File: src/rtl/result_collector.sv
// Result collector: first-word-fall-through FIFO for 5-bit compute results,
// with a saturating running sum of accepted results and a sticky drop flag.
module result_collector #(
  parameter int DEPTH = 4,
  parameter int CW    = $clog2(DEPTH + 1)
) (
  input  logic          clock,
  input  logic          rst_n,
  input  logic [4:0]    result_in,
  input  logic          valid_in,
  input  logic          clear,
  input  logic          out_ready,
  output logic [4:0]    out_data,
  output logic          out_valid,
  output logic [CW-1:0] count,
  output logic          full,
  output logic          empty,
  output logic [7:0]    sum,
  output logic          overflow
);
  localparam int AW = $clog2(DEPTH);

  logic [AW-1:0]         wptr_q, wptr_d, rptr_q, rptr_d;
  logic [CW-1:0]         count_q, count_d;
  logic [7:0]            sum_q, sum_d;
  logic                  ovf_q, ovf_d;
  logic [DEPTH-1:0][4:0] mem_q;
  logic                  pop, push, drop;
  logic [8:0]            sum_wide;

  assign full      = (count_q == CW'(DEPTH));
  assign empty     = (count_q == '0);
  assign out_valid = ~empty;
  assign out_data  = out_valid ? mem_q[rptr_q] : 5'd0;
  assign count     = count_q;
  assign sum       = sum_q;
  assign overflow  = ovf_q;

  // A full FIFO still accepts when the head leaves in the same cycle.
  assign pop      = out_valid & out_ready;
  assign push     = valid_in & (~full | pop) & ~clear;
  assign drop     = valid_in & full & ~pop;
  assign sum_wide = {1'b0, sum_q} + {4'b0, result_in};

  always_comb begin
    wptr_d  = wptr_q;
    rptr_d  = rptr_q;
    count_d = count_q;
    sum_d   = sum_q;
    ovf_d   = ovf_q;
    if (clear) begin
      wptr_d  = '0;
      rptr_d  = '0;
      count_d = '0;
      sum_d   = '0;
      ovf_d   = 1'b0;
    end else begin
      // DEPTH is a power of two, so pointer wrap is plain overflow.
      if (push) wptr_d = wptr_q + AW'(1);
      if (pop)  rptr_d = rptr_q + AW'(1);
      if (push && !pop)      count_d = count_q + CW'(1);
      else if (pop && !push) count_d = count_q - CW'(1);
      if (push) sum_d = sum_wide[8] ? 8'hff : sum_wide[7:0];
      if (drop) ovf_d = 1'b1;
    end
  end

  always_ff @(posedge clock or negedge rst_n) begin
    if (!rst_n) begin
      wptr_q  <= '0;
      rptr_q  <= '0;
      count_q <= '0;
      sum_q   <= '0;
      ovf_q   <= 1'b0;
    end else begin
      wptr_q  <= wptr_d;
      rptr_q  <= rptr_d;
      count_q <= count_d;
      sum_q   <= sum_d;
      ovf_q   <= ovf_d;
    end
  end

  // Storage needs no reset; only entries between the pointers are ever shown.
  always_ff @(posedge clock) begin
    if (push) mem_q[wptr_q] <= result_in;
  end

endmodule

File: config.mk
export PLATFORM = sky130hd
export DESIGN_NAME = result_collector
export DESIGN_NICKNAME = d
export VERILOG_FILES = /design/src/rtl/result_collector.sv
export SDC_FILE = /design/constraint.sdc
export NUM_CORES = 1
export LEC_CHECK = 0
export ABC_AREA = 0
export BUFFER_PORTS_ARGS = -buffer_cell sky130_fd_sc_hd__buf_2
export CAP_MARGIN = 20
export CORE_MARGIN = 1.5
export CORE_UTILIZATION = 60
export CTS_BUF_LIST = sky130_fd_sc_hd__clkbuf_16
export DETAILED_ROUTE_END_ITERATION = 10
export PLACE_DENSITY = 0.94
export SLEW_MARGIN = 30
export SYNTH_ARGS = -nofsm -noshare
export SYNTH_HDL_FRONTEND = slang
export SYNTH_SLANG_ARGS = --single-unit
File: constraint.sdc
create_clock -name clock -period 6.3 [get_ports clock]
set_input_delay 1.26 -clock clock [delete_from_list [all_inputs] [get_ports clock]]
set_output_delay 1.26 -clock clock [all_outputs]
set_load 0.01 [all_outputs]
## Yosys cells after proc, flatten, opt, wreduce, memory -nomap -nowiden

Cells that the tools add are included.

- Flip-flop bits (word level): 36
- Bits of input ports: 10
- Output and inout port bits: 20
- Logic and storage cells: 56

- $add $sub $neg: 5
- Magnitude comparators: 3
- Eq/ne operators: 1
- Mux-type cells: 18
- Bitwise operators: 10
- Reduce and logical (&&, ||, !) cells: 10

Operators with widths:

| operator | count |
|---|---|
| 8-bit two-way mux | 3 |
| 20-bit bitwise mux | 1 |
| 5-bit two-way mux | 3 |
| 5-bit binary-select mux with 2-bit select | 1 |
| 5-bit demux with 2-bit select | 1 |
| 8-bit by 5-bit adder with 9-bit output | 1 |
| 3-bit two-way mux | 3 |
| 2-bit two-way mux | 4 |
| 2-bit by 3-bit < comparator with 1-bit output, second input constant | 2 |
| 2-bit nonzero test | 3 |
| 1-bit AND | 5 |
| 2-bit by 1-bit adder with 2-bit output, second input constant | 2 |
| 1-bit inverter | 4 |
| 3-bit by 1-bit adder with 3-bit output, second input constant | 1 |
| 3-bit equality test, second input constant | 1 |
| 1-bit logical AND | 3 |
| 3-bit zero test | 1 |
| 3-bit nonzero test | 1 |
| 3-bit by 1-bit subtractor with 3-bit output, second input constant | 1 |
| 2-bit by 1-bit >= comparator with 1-bit output, second input constant | 1 |
| 1-bit zero test | 2 |
| 1-bit two-way mux | 2 |
| 1-bit OR | 1 |

## Longest topological paths before layout

- Depth in word-level cells: 11
- Gate-level depth with buffers: 6
- Mapped depth without buffers: 6

## Worst setup path before layout

Ideal clock, no wire load.

- Path kind: input port to flip-flop
- Start point: in out_ready
- End point: reg count_q[2], in the netlist count[2]
- Library setup time: 125 ps
- Data arrival time: 2,725 ps
- Data required time: 6,175 ps
- Path slack: 3,450 ps
- Stages: 5
- Buffers on the path: 0
- Path through: nor4b_4 > nor3_1 > fa_1 > o31ai_2 > mux2_4

- Word-level cells in the longest chain between the ends: 7
- Elaborated cells between the ends (all ways): 11
- Classes of those cells: mux (2); bitwise (4); reduce/logical (5)

Ends and longest elaborated chain:

| item | line | RTL |
|---|---|---|
| start: declaration | 12 | `input logic out_ready,` |
| 1-bit AND * | 40 | `assign pop = out_valid & out_ready;` |
| 1-bit OR | 41 | `assign push = valid_in & (~full \| pop) & ~clear;` |
| 1-bit AND (2 in a row) | 41 |  |
| 1-bit logical AND / 1-bit zero test (equally long branches) | 61, 62 |  |
| 3-bit two-way mux / 1-bit logical AND (equally long branches) | 61, 62 |  |
| 3-bit two-way mux / 3-bit nonzero test (equally long branches) | -- |  |
| end signal: assignment | 78 | `count_q <= count_d;` |
| end: declaration | 24 | `logic [CW-1:0] count_q, count_d;` |

Mark *: on every way between the ends. The rest lies on a longest branch, timed or not.
A chain may end at the register's enable or synchronous reset.

## Final worst setup path

- Start point: reg rptr_q[0]
- End point: out out_data[1]

- Word-level cells in the longest chain between the ends: 3

Ends and longest elaborated chain:

| item | line | RTL |
|---|---|---|
| start: declaration | 23 | `logic [AW-1:0] wptr_q, wptr_d, rptr_q, rptr_d;` |
| start signal: assignment | 77 | `rptr_q <= rptr_d;` |
| 5-bit binary-select mux with 2-bit select | 34 | `assign out_data = out_valid ? mem_q[rptr_q] : 5'd0;` |
| 5-bit two-way mux (implied by the code) | 34 |  |
| 5-bit two-way mux | 34 |  |
| end: declaration | 13 | `output logic [4:0] out_data,` |

No other way between the ends. The select of a mux whose other input is x is not followed.

==> flow_metrics.tcl <==
set metrics [dict create \
    hold_class "reg -> reg" \
    clock-sinks 36 \
    postSynthCellCount 154 \
    switching_power_mw 0.276 \
    die_area_um2 3560 \
    synth.most_common_cell "edfxtp_1" \
    hpwl_um 2830 \
    io_buffers 29 \
    grt_max_degree 26 \
    ys_seq_elements 36 \
    wire_per_inst_um 16.7 \
    ir_worst_vdd_v 0.000219 \
    viasPerCell 5.90 \
    drv_slew 0 \
    synth_nets 175 \
    crit_fanout 7 \
    syn_area_um2 1920 \
    hold_slack_ns 0.488 \
    fin_setup_tns_ns 0 \
    dr_wl_met3_um 178 \
    ys_top_cells_by_area "edfxtp_1, dfrtp_1, ha_1" \
    drv_cap 0 \
    synth.top_cell.area_share 0.312 \
    internal_power_mw 0.559 \
    die_h_um 59.6 \
    grt_pass1_vias 1312 \
    status "finished clean" \
    drive_gt1_frac 0.254 \
    ff2ff_path_depth 5 \
    period_minus_slack_ns 2.99 \
    rows 20 \
    instances_no_fill 229 \
    p_sw_frac 0.331 \
    antennaDiodeCount 0 \
    critical_path.startpoint_type "flop" \
    synth_area_leader_cell "edfxtp_1" \
    place_area_um2 2090 \
    critPathTopFamily "flip-flops" \
    routed-wl-met2_um 2010 \
    grt_pass1_wl_um 6020 \
    vias 1352 \
    clkTransAtPathRegs_ns 0.05 \
    slowest_stage "dfrtp_1" \
    met1Wirelength_um 1570 \
    clk_latency_ns 0.28 \
    dp_cells 221 \
    reg2reg_to "count[2]" \
    ys_seq_area_frac 0.520 \
    holdPathEnd "overflow" \
    ys_types 47 \
    pwr-share-comb 0.341 \
    tritoncts "yes" \
    synth_edf_count 20 \
    maxSlewHeadroom 0.477 \
    cp_data_arrival_time_ns 1.73 \
    top_layer "met4" \
    final_nets 205 \
    grt_usage 0.245 \
    p_leak_nw 0.939 \
    gp_congestion 0.866 \
    p_clk_frac 0.272 \
    synthFlopType "edfxtp_1" \
    worstHoldPathCells 2 \
    end_kind "output pin" \
    overflow 0 \
    synthToLayoutAreaGrowth_pct 15.9 \
    synth_commonest_cells "edfxtp_1, dfrtp_1, nor2_1" \
    postRouteAntennaNets 0 \
    hold_violations 0 \
    fill_cells 220 \
    avgSynthCellArea_um2 12.5 \
    critPathMaxStageDelay_ns 0.58 \
    grt_antenna_before_repair 0 \
    finalCritPeriodShare 0.474 \
    cts_setup_buffers 0 \
    async_flop_share 0.444 \
    worstPathRequired_ns 5.04 \
    initial_utilization 0.630 \
    r2r_setup_slack_ns 4.00 \
    firstDrtPassIters 4 \
    cp_cell_sequence "mux4_2 -> nor2b_1 -> buf_2" \
    dr.first_iter.drc_count 64 \
    ctsHoldBuffers 0 \
    cts_buffers 5 \
    worst_pin_slew_ns 0.779 \
    power.total_mw 0.835 \
    yosysWarningCount 0 \
    finClkSkew_ns 0.00327 \
    ctsResizeCount 0 \
    critPathBufInv 1 \
    core_area_um2 3050 \
    htreeDepth 2 \
    drcViolationCount 0 \
    wirelength_um 3820 \
    finalSetupViolations 0 \
    ios 30 \
    fp.dieW_um 59.6 \
    hold_start "overflow" \
    cellPowerDensity_nw_per_um2 374 \
    clockBufferDepth 2 \
    clock.fmax_ghz 0.335 \
    path_class "reg -> out" \
    cts.root.buffer_cell "clkbuf_16" \
    design_area_um2 2230 \
    worstReg2RegStart "count[1]" \
    p_seq_frac 0.387 \
    rsz0062_at_grt "false" \
]
-- flip-flops by register name, summed over array words and instances, names as in the netlist --
name      flops
rptr_q        2
wptr_q        2
overflow      1
sum           8
count         3
mem_q        20
-- cell usage in the layout, fill, tap and decap left out, types with 3 or more instances in the layout --
cell type / Yosys / layout
nor2_1: 13 / 13
and2_1: 4 / 4
nand3_1: 6 / 6
nand2b_1: 3 / 3
nor2b_1: 7 / 7
a211oi_1: 3 / 3
ha_1: 9 / 9
inv_1: 8 / 9
edfxtp_1: 20 / 20
buf_2: 1 / 29
a21oi_1: 4 / 4
nor3_1: 3 / 3
clkbuf_16: 0 / 5
xnor2_1: 3 / 3
dfrtp_1: 16 / 16
mux4_2: 5 / 5
o21ai_0: 4 / 4
nand2_1: 5 / 5
-- worst max-delay path by stage --
| stage | start | endpoint | depth (start not counted) |
|---|---|---|---|
| 3_5_place_dp | result_in[0] | sum[2] | 7 |
| 5_1_grt | rptr_q[0] | out_data[4] | 3 |
| 3_3_place_gp | out_ready | count[2] | 6 |
| 2_1_floorplan | out_ready | count[2] | 5 |
| 4_1_cts | rptr_q[0] | out_data[1] | 3 |
| 6_report | rptr_q[0] | out_data[1] | 3 |
-- final cells by class --
class                   count  area (µm²)  area share
multi-input cells         104         862       0.387
repair buffers             29         145      0.0651
clock inverters             3        11.3     0.00505
inverters                   8        30.0      0.0135
well taps                  44        55.1      0.0247
clock buffers               5         125      0.0561
flip-flops and latches     36        1000       0.449
-- power groups by stage --
stage | Sequential (mW) | Clock [mW] | Combinational [mW]
CTS | 0.323 | 0.232 | 0.286
global placement | 0.323 | 0 | 0.274
detailed placement | 0.327 | 0 | 0.285
global route | 0.330 | 0.243 | 0.314
floorplan | 0.313 | 0 | 0.210
finish | 0.323 | 0.227 | 0.284
-- metrics by stage --
stage	util	worst slack (ns)
2_1_floorplan	-	3.45
5_1_grt	0.730	3.20
3_5_place_dp	0.686	3.13
3_3_place_gp	0.686	3.22
6_report	0.730	3.31
4_1_cts	0.730	3.28
-- worst reg2reg max path, cell delays in order (launching register included) --
cell     delay [ns]
dfrtp_1        0.44
nor4b_4        0.52
nor3_1         0.15
fa_1           0.42
o31ai_2        0.32
mux2_4         0.33
-- per-layer routing --
| metal | GRT usage | up-vias |
|---|---|---|
| li1 | - | 628 |
| met1 | 0.289 | 673 |
| met2 | 0.386 | 43 |
| met3 | 0.0917 | 8 |
| met4 | 0.140 | 0 |
| met5 | 0 | - |
-- logic make-up after synthesis --
logic type / Yosys count / share of synthesized area
buffers and inverters: 14 / 0.0319
muxes: 10 / 0.0884
and+or+nand+nor: 54 / 0.163
adders and majority gates: 11 / 0.0793
AOI/OAI and AO/OA: 24 / 0.0910
xor gates and xnor gates: 5 / 0.0267
DFF: 36 / 0.520
Power figures use the tool's default switching activity.
